===== src/rtl/cache_page_table.sv =====
// rtl/cache_page_table.sv - page-granular cache tag table with flush/load replacement FSM
// Tracks which virtual pages live in which SRAM page slot and drives the QSPI fill engine on a miss.
module cache_page_table #(
    parameter int ADDRESS_SIZE            = 24,
    parameter int PAGE_INDEX_ADDRESS_SIZE = 3,
    parameter int PAGE_DATA_ADDRESS_SIZE  = 5,
    localparam int PAGE_COUNT               = 1 << PAGE_INDEX_ADDRESS_SIZE,
    localparam int PAGE_NUMBER_ADDRESS_SIZE = ADDRESS_SIZE - PAGE_DATA_ADDRESS_SIZE - 2
) (
    input  logic                                                      wb_clk_i,
    input  logic                                                      wb_rst_i,
    input  logic                                                      enable,
    input  logic                                                      writeEnable,
    input  logic                                                      invalidateAll,
    input  logic                                                      busEnable,
    input  logic                                                      busWriteEnable,
    input  logic [ADDRESS_SIZE-1:0]                                   busVirtualAddress,
    output logic [PAGE_INDEX_ADDRESS_SIZE+PAGE_DATA_ADDRESS_SIZE-1:0] busPhysicalAddress,
    output logic                                                      busBusy,
    output logic                                                      busError,
    output logic                                                      fill_request,
    output logic                                                      fill_write,
    output logic [PAGE_NUMBER_ADDRESS_SIZE-1:0]                       fill_pageNumber,
    output logic [PAGE_INDEX_ADDRESS_SIZE-1:0]                        fill_pageIndex,
    input  logic                                                      fill_done,
    input  logic                                                      fill_error,
    output logic [PAGE_COUNT-1:0]                                     pageValid,
    output logic [PAGE_COUNT-1:0]                                     pageDirty
);
    localparam int IW = PAGE_INDEX_ADDRESS_SIZE;
    localparam int DW = PAGE_DATA_ADDRESS_SIZE;
    localparam int NW = PAGE_NUMBER_ADDRESS_SIZE;

    typedef enum logic [1:0] {IDLE, FLUSH, LOAD} state_t;

    state_t          state;
    state_t          next_state;
    logic [NW-1:0]   tags [PAGE_COUNT];
    logic [PAGE_COUNT-1:0] valid;
    logic [PAGE_COUNT-1:0] dirty;
    logic [IW-1:0]   replace_ptr;
    logic [IW-1:0]   victim;
    logic [IW-1:0]   victim_sel;
    logic [IW-1:0]   target_victim;
    logic [IW-1:0]   hit_index;
    logic [IW-1:0]   invalid_index;
    logic [NW-1:0]   miss_page;
    logic [NW-1:0]   page_number;
    logic [NW-1:0]   target_page;
    logic [DW-1:0]   word_offset;
    logic            hit;
    logic            invalid_found;
    logic            miss_start;
    logic            write_hit;
    logic            error_pulse;
    logic            req_d;
    logic            write_d;
    logic [NW-1:0]   page_d;
    logic [IW-1:0]   index_d;
    logic            unused_addr_bits;

    assign word_offset      = busVirtualAddress[DW+1:2];
    assign page_number      = busVirtualAddress[ADDRESS_SIZE-1:DW+2];
    assign unused_addr_bits = ^busVirtualAddress[1:0];

    // Scan downward so the lowest matching / lowest free slot wins.
    always_comb begin
        hit           = 1'b0;
        hit_index     = '0;
        invalid_found = 1'b0;
        invalid_index = '0;
        for (int i = PAGE_COUNT - 1; i >= 0; i--) begin
            if (valid[i] && tags[i] == page_number) begin
                hit       = 1'b1;
                hit_index = IW'(i);
            end
            if (!valid[i]) begin
                invalid_found = 1'b1;
                invalid_index = IW'(i);
            end
        end
    end

    assign victim_sel         = invalid_found ? invalid_index : replace_ptr;
    assign miss_start         = (state == IDLE) && !invalidateAll && busEnable && enable && !hit;
    assign write_hit          = busEnable && busWriteEnable && hit && writeEnable;
    assign busBusy            = busEnable && enable && !hit;
    assign busError           = (busEnable && !enable)
                              || (busEnable && busWriteEnable && hit && !writeEnable)
                              || error_pulse;
    assign busPhysicalAddress = {hit_index, word_offset};
    assign pageValid          = valid;
    assign pageDirty          = dirty;

    always_ff @(posedge wb_clk_i or posedge wb_rst_i) begin
        if (wb_rst_i) begin
            state <= IDLE;
        end else begin
            state <= next_state;
        end
    end

    always_comb begin
        next_state = state;
        case (state)
            IDLE: begin
                if (miss_start) begin
                    next_state = dirty[victim_sel] ? FLUSH : LOAD;
                end
            end
            FLUSH: begin
                if (fill_error) begin
                    next_state = IDLE;
                end else if (fill_done) begin
                    next_state = LOAD;
                end
            end
            LOAD: begin
                if (fill_error || fill_done) begin
                    next_state = IDLE;
                end
            end
            default: next_state = IDLE;
        endcase
    end

    // Fill command is computed for the state being entered, then registered.
    assign target_victim = (state == IDLE) ? victim_sel  : victim;
    assign target_page   = (state == IDLE) ? page_number : miss_page;

    always_comb begin
        req_d   = 1'b0;
        write_d = 1'b0;
        page_d  = '0;
        index_d = '0;
        case (next_state)
            FLUSH: begin
                req_d   = 1'b1;
                write_d = 1'b1;
                page_d  = tags[target_victim];
                index_d = target_victim;
            end
            LOAD: begin
                req_d   = 1'b1;
                page_d  = target_page;
                index_d = target_victim;
            end
            default: ;
        endcase
    end

    always_ff @(posedge wb_clk_i or posedge wb_rst_i) begin
        if (wb_rst_i) begin
            fill_request    <= 1'b0;
            fill_write      <= 1'b0;
            fill_pageNumber <= '0;
            fill_pageIndex  <= '0;
        end else begin
            fill_request    <= req_d;
            fill_write      <= write_d;
            fill_pageNumber <= page_d;
            fill_pageIndex  <= index_d;
        end
    end

    always_ff @(posedge wb_clk_i or posedge wb_rst_i) begin
        if (wb_rst_i) begin
            for (int i = 0; i < PAGE_COUNT; i++) begin
                tags[i] <= '0;
            end
            valid       <= '0;
            dirty       <= '0;
            replace_ptr <= '0;
            victim      <= '0;
            miss_page   <= '0;
            error_pulse <= 1'b0;
        end else begin
            error_pulse <= (state != IDLE) && fill_error;
            if (write_hit) begin
                dirty[hit_index] <= 1'b1;
            end
            case (state)
                IDLE: begin
                    if (invalidateAll) begin
                        valid       <= '0;
                        dirty       <= '0;
                        replace_ptr <= '0;
                    end else if (miss_start) begin
                        victim            <= victim_sel;
                        miss_page         <= page_number;
                        valid[victim_sel] <= 1'b0;
                    end
                end
                FLUSH: begin
                    if (!fill_error && fill_done) begin
                        dirty[victim] <= 1'b0;
                    end
                end
                LOAD: begin
                    // An errored load leaves the slot invalid and the pointer where it was.
                    if (!fill_error && fill_done) begin
                        tags[victim]  <= miss_page;
                        valid[victim] <= 1'b1;
                        dirty[victim] <= 1'b0;
                        replace_ptr   <= replace_ptr + 1'b1;
                    end
                end
                default: ;
            endcase
        end
    end
endmodule


===== config.mk =====
export PLATFORM = sky130hd
export DESIGN_NAME = cache_page_table
export DESIGN_NICKNAME = d
export VERILOG_FILES = /design/src/rtl/cache_page_table.sv
export SDC_FILE = /design/constraint.sdc
export NUM_CORES = 1
export LEC_CHECK = 0
export CORE_ASPECT_RATIO = 1.5
export CORE_MARGIN = 2
export CORE_UTILIZATION = 34
export DETAILED_ROUTE_END_ITERATION = 10
export PLACE_DENSITY = 0.49
export REMOVE_ABC_BUFFERS = 1
export SLEW_MARGIN = 10
export SYNTH_ARGS = -nofsm -noshare
export SYNTH_HDL_FRONTEND = slang
export SYNTH_SLANG_ARGS = --single-unit

===== constraint.sdc =====
create_clock -name wb_clk_i -period 14.07 [get_ports wb_clk_i]
set_input_delay 2.814 -clock wb_clk_i [delete_from_list [all_inputs] [get_ports wb_clk_i]]
set_output_delay 2.814 -clock wb_clk_i [all_outputs]
set_load 0.1 [all_outputs]

After elaboration in Yosys (flattened, before gate mapping)
Cells that the tools add are included.

Register bits: 200. Input port bits: 33. Output and inout bits: 48. Logic and storage cells: 165.

Add/sub/neg operators: 1. Magnitude comparators: 9. Eq/ne operators: 15. Mux-type cells: 70. Bitwise gates (word level): 9. Reduce and logical (&&, ||, !) cells: 42.

Operators with widths (count): 136-bit bitwise mux (1); 17-bit == test (8); 17-bit 2-to-1 mux (4); 3-bit 2-to-1 mux (21); 17-bit binary-select mux with 3-bit select (1); 17-bit demux with 3-bit select (1); 8-bit 2-to-1 mux (6); 17-bit case mux with 2 select lines (1); 8-bit case mux with 2 select lines (2); 1-bit logical AND (25); 1-bit 2-to-1 mux (22); 8-bit AND (2); 8-bit NOT (2); 8-bit bitwise OR (2); 3-bit by 4-bit < comparator with 1-bit output (second input constant) (3); 2-bit 2-to-1 mux (5); 1-bit demux with 3-bit select (3); 3-bit by 1-bit >= comparator with 1-bit output (second input constant) (3); 3-bit AND reduction (3); 4-bit >= comparator (second input constant) (2); 3-bit NOT with 4-bit output (2); 2-bit case mux with 3 select lines (1); 3-bit case mux with 2 select lines (1); 1-bit zero test (5); other kinds (13) (20).

Longest topological paths before layout
Word-level depth: 19. Gate-level depth with buffers: 15. Mapped depth without buffers: 13.

Worst setup path after synthesis
Ideal clock, no wire load.

Path type: in2out. Start point: input busVirtualAddress[22]. End point: output busPhysicalAddress[6]. Arrival: 6.172 ns. Data required time: 11.256 ns. Slack: 5.084 ns. Stages on the path: 6. Path buffers: 1. Cells stage by stage: buf_2 > xnor2_1 > nand4_1 > nor3_1 > nand4_1 > a311oi_1.

Word-level cells in the longest chain between the ends: 10. Elaborated cells between the ends (all ways): 24. Classes of those cells: eq/ne (8); mux (8); reduce/logical (8).

Ends and longest elaborated chain: start: declaration (RTL line 17) `input logic [ADDRESS_SIZE-1:0] busVirtualAddress,`; 17-bit == test (RTL line 73) `if (valid[i] && tags[i] == page_number) begin`; 1-bit logical AND (RTL line 73); 3-bit 2-to-1 mux (7 in series) (RTL line 73); 3-bit 2-to-1 mux * (RTL line 73); end: declaration (RTL line 18) `output logic [PAGE_INDEX_ADDRESS_SIZE+PAGE_DATA_ADDRESS_SIZE-1:0] busPhysicalAddress,`.

Every way passes the cells marked *; elsewhere a longest branch is shown, timed or not.

Worst setup path in the final report
Start point: input busVirtualAddress[14]. End point: output busError.

Word-level cells in the longest chain between the ends: 14. Elaborated cells between the ends (all ways): 28. Classes of those cells: eq/ne (8); mux (8); reduce/logical (12).

Ends and longest elaborated chain: 17-bit == test (RTL line 73); 1-bit logical AND (RTL line 73); 1-bit 2-to-1 mux (7 in series) (RTL line 73); 1-bit 2-to-1 mux * (RTL line 73); 1-bit logical AND * (2 in series) (RTL line 89) `|| (busEnable && busWriteEnable && hit && !writeEnable)`; 1-bit logical OR * (RTL line 89); 1-bit logical OR * (RTL line 90) `|| error_pulse;`; end: declaration (RTL line 20) `output logic busError,`.

Marked as above.

==> flow_summary.yaml <==
clock_tree:
  cts_resized: 0
  clkSinkCount: 200
  hold_buffers: 0
  cts_inserted_buffers: 17
  htree_levels: 4
  path_clk_slew_ns: 0.07
  cts_root_buf: "clkbuf_16"
  clockBufferDepth: 2
  worstSkewPairLatency_ns: 0.47
  cts_setup_buffers: 0
  cts_tree: "built"
synth:
  yosysTopAreaCellShare_pct: 43.6
  ys_ff_latch: 200
  netlist_area_um2: 11500
  synth_ff_type: "dfrtp_1"
  yosys-top-cells-area: "dfrtp_1 44%, mux2_2 15%, xnor2_1 8.0%, mux2i_1 4.8%, mux4_2 3.3%"
  synthArstFlopShare_pct: 100
  syn_area_per_cell_um2: 11.4
  ys_warn_count: 0
  synth.distinct_cells: 62
  synth_edf_count: 0
  syn_inst: 1005
  yosysTopAreaCell: "dfrtp_1"
  ys_seq_area_share_pct: 43.6
worst_setup_path:
  worstPathMaxFanout: 10
  path_cells: "clkdlybuf4s50_1, xnor2_1, nand4_1, nor3_1, nand3_1, nand4_1, o311ai_0, nand2_1, a21o_1, clkdlybuf4s50_1"
  crit_path_end_kind: "output port"
  worstRegToRegCells: 14
  reg2reg_slack_ns: 8.68
  r2r-end: "fill_pageNumber[10]"
  worstSetupPathType: "primary input to output port"
  slowest_delay_ns: 1.12
  worstPathArrival_ns: 6.68
  required_ns: 11.26
  cp_slowest_cell: "clkdlybuf4s50_1"
  crit_family: "buffers and inverters"
  start_kind: "primary input"
  worstReg2RegStart: "tags[107]"
  crit_buf_inv: 2
route:
  drc: 0
  finalWirelength_um: 39200
  via_per_inst: 5.61
  ant_nets: 0
  detailroute.via_count: 8211
  firstDrtPassIters: 5
  drtIter0Drc: 508
  wl_per_cell_um: 26.8
timing:
  tns_ns: 0
  rsz0062_at_grt: "no"
  final-hold-violation-count: 0
  setup_viol_count_final: 0
  relSlewSlack_pct: 20.9
  whs_ns: 0.552
  fin_skew_ns: 0.0130
  min_period_ns: 9.49
  fmax_ghz: 0.105
  worst_pin_slew_ns: 1.18
  slew_violations: 0
  min_period_over_period_pct: 67.5
pwr:
  p_int_uw: 1280
  power_density_nw_per_um2: 164
  p_clk_share_pct: 24.1
  switching_share_pct: 40.2
  comb_power_share_pct: 36.4
  power_leakage_uw: 0.00550
  pwr-share-seq_pct: 39.5
  switchingPower_uw: 864
  vdd.ir_drop.worst_uv: 78.9
finish:
  mostFrequentLayoutCells: "200 x dfrtp_1, 156 x mux2_2, 105 x xnor2_1"
  fin_nets: 1071
  fillers: 3263
  num_antenna_cells: 0
  drive_gt1_share_pct: 22.9
  area_growth_pct: 13.9
  layout_commonest_cell: "dfrtp_1"
global_route:
  track_usage_pct: 22.6
  antenna_found_initial: 0
  grt_overflow_total: 0
  grt_pass1_wl_um: 57400
  first_global_vias: 8435
  grt_max_degree: 129
die:
  start_util_pct: 34.4
  core_um2: 33300
  dieArea_um2: 35300
  die_x_um: 154
  ioPinCount: 81
  die_height_um: 229
  rows: 82
placement:
  globalplace.congestion: 0.908
  dp_hpwl_um: 27500
  io_buffers: 68
run:
  max_cap_viol_count: 0
worst_hold_path:
  min_path_type: "flop to flop"
  hold_end: "tags[130]"
  min_from: "tags[130]"
  holdPathStages: 1
outcome:
  outcome: "finished, final reports clean"
## worst max path at each step
stage | startpoint | endpoint | slack, ns | cells past startpoint
global route | busVirtualAddress[14] | busError | 4.41 | 10
floorplan | busVirtualAddress[22] | busPhysicalAddress[6] | 5.29 | 5
detailed placement | busVirtualAddress[14] | busError | 4.62 | 10
global placement | busVirtualAddress[16] | busError | 4.64 | 10
finish | busVirtualAddress[14] | busError | 4.58 | 10
CTS | busVirtualAddress[14] | busError | 4.60 | 10
## state kept, by name, indices dropped and copies added, names as in the netlist
name and cells:
state 2, fill_pageIndex 3, victim 3, replace_ptr 3
tags 136, fill_write 1, pageValid 8, miss_page 17
fill_pageNumber 17, error_pulse 1, pageDirty 8, fill_request 1
## power by group through the flow
stage / Clock, uW / Combinational, uW / Sequential (uW)
2_1_floorplan: 0 / 442 / 920
3_3_place_gp: 0 / 782 / 854
3_5_place_dp: 0 / 785 / 856
4_1_cts: 530 / 787 / 845
5_1_grt: 551 / 826 / 870
6_report: 518 / 783 / 848
## worst register-to-register path: stages (launching register included)
cell and delay, ns:
dfrtp_1 0.40, xnor2_1 0.52, nand4_1 0.15, nor3_1 0.32, nand4_1 0.25, nand4_1 0.45
nor4_2 0.10, buf_4 0.30, nor2b_1 0.24, o41ai_1 0.39, ha_1 0.35, nor2b_1 0.22
nand3_1 0.87, o22ai_1 0.54, or3_1 0.21
## synthesized netlist by cell type, types with 3 or more instances
cell type,number
o21ai_0,18
nand2b_1,7
a41o_1,8
xnor2_1,105
nor2_1,45
a2bb2oi_1,4
ha_1,7
o31ai_1,5
or2_2,7
nand3_1,10
a21oi_1,10
mux2i_1,55
nand4_1,59
dfrtp_1,200
xor2_1,32
nor3_1,19
buf_4,6
a21o_1,5
nor4b_1,3
inv_1,17
nand2_1,28
nor4_1,12
o22ai_1,17
or3_1,17
nor3b_1,9
mux2_2,156
buf_2,22
clkbuf_1,28
mux4_2,17
nor2b_1,23
a31o_2,3
nand3b_1,4
buf_1,13
## logic make-up after synthesis
family / share of synthesized area (%)
simple gates: 12.1
compound gates: 5.50
xor+xnor: 10.4
fa+ha+maj: 0.763
flops: 43.6
buf+inv: 3.61
mux: 24.0
## routing by layer
metal | wire length, um | part of all wire, % | global-route usage, %
met4 | 1790 | 4.6 | 11.0
met5 | 0 | 0 | 0
met2 | 20500 | 52 | 40.4
met3 | 1130 | 2.9 | 3.10
met1 | 15800 | 40 | 26.3
## layout make-up
class	count	area [um^2]	share of cell area (%)
Clock buffer	23	478	3.65
Clock inverter	8	120	0.918
Inverter	18	75.1	0.574
Multi-Input combinational cell	715	6110	46.7
Sequential cell	200	5000	38.3
Tap cell	420	526	4.02
Timing Repair Buffer	79	763	5.84
## stage by stage
stage          std cells  setup slack, ns  instance area [um^2]  utilization, %  total power (uW)
6_report            1463             4.58                 13100            39.2              2150
5_1_grt             1463             4.41                 13100            39.2              2250
4_1_cts             1463             4.60                 13100            39.2              2160
3_5_place_dp        1432             4.62                 12500            37.4              1640
3_3_place_gp        1432             4.64                 12500            37.4              1640
2_1_floorplan        933             5.29                 11100               -              1360
Note: power is estimated with default switching activity, not from simulation.
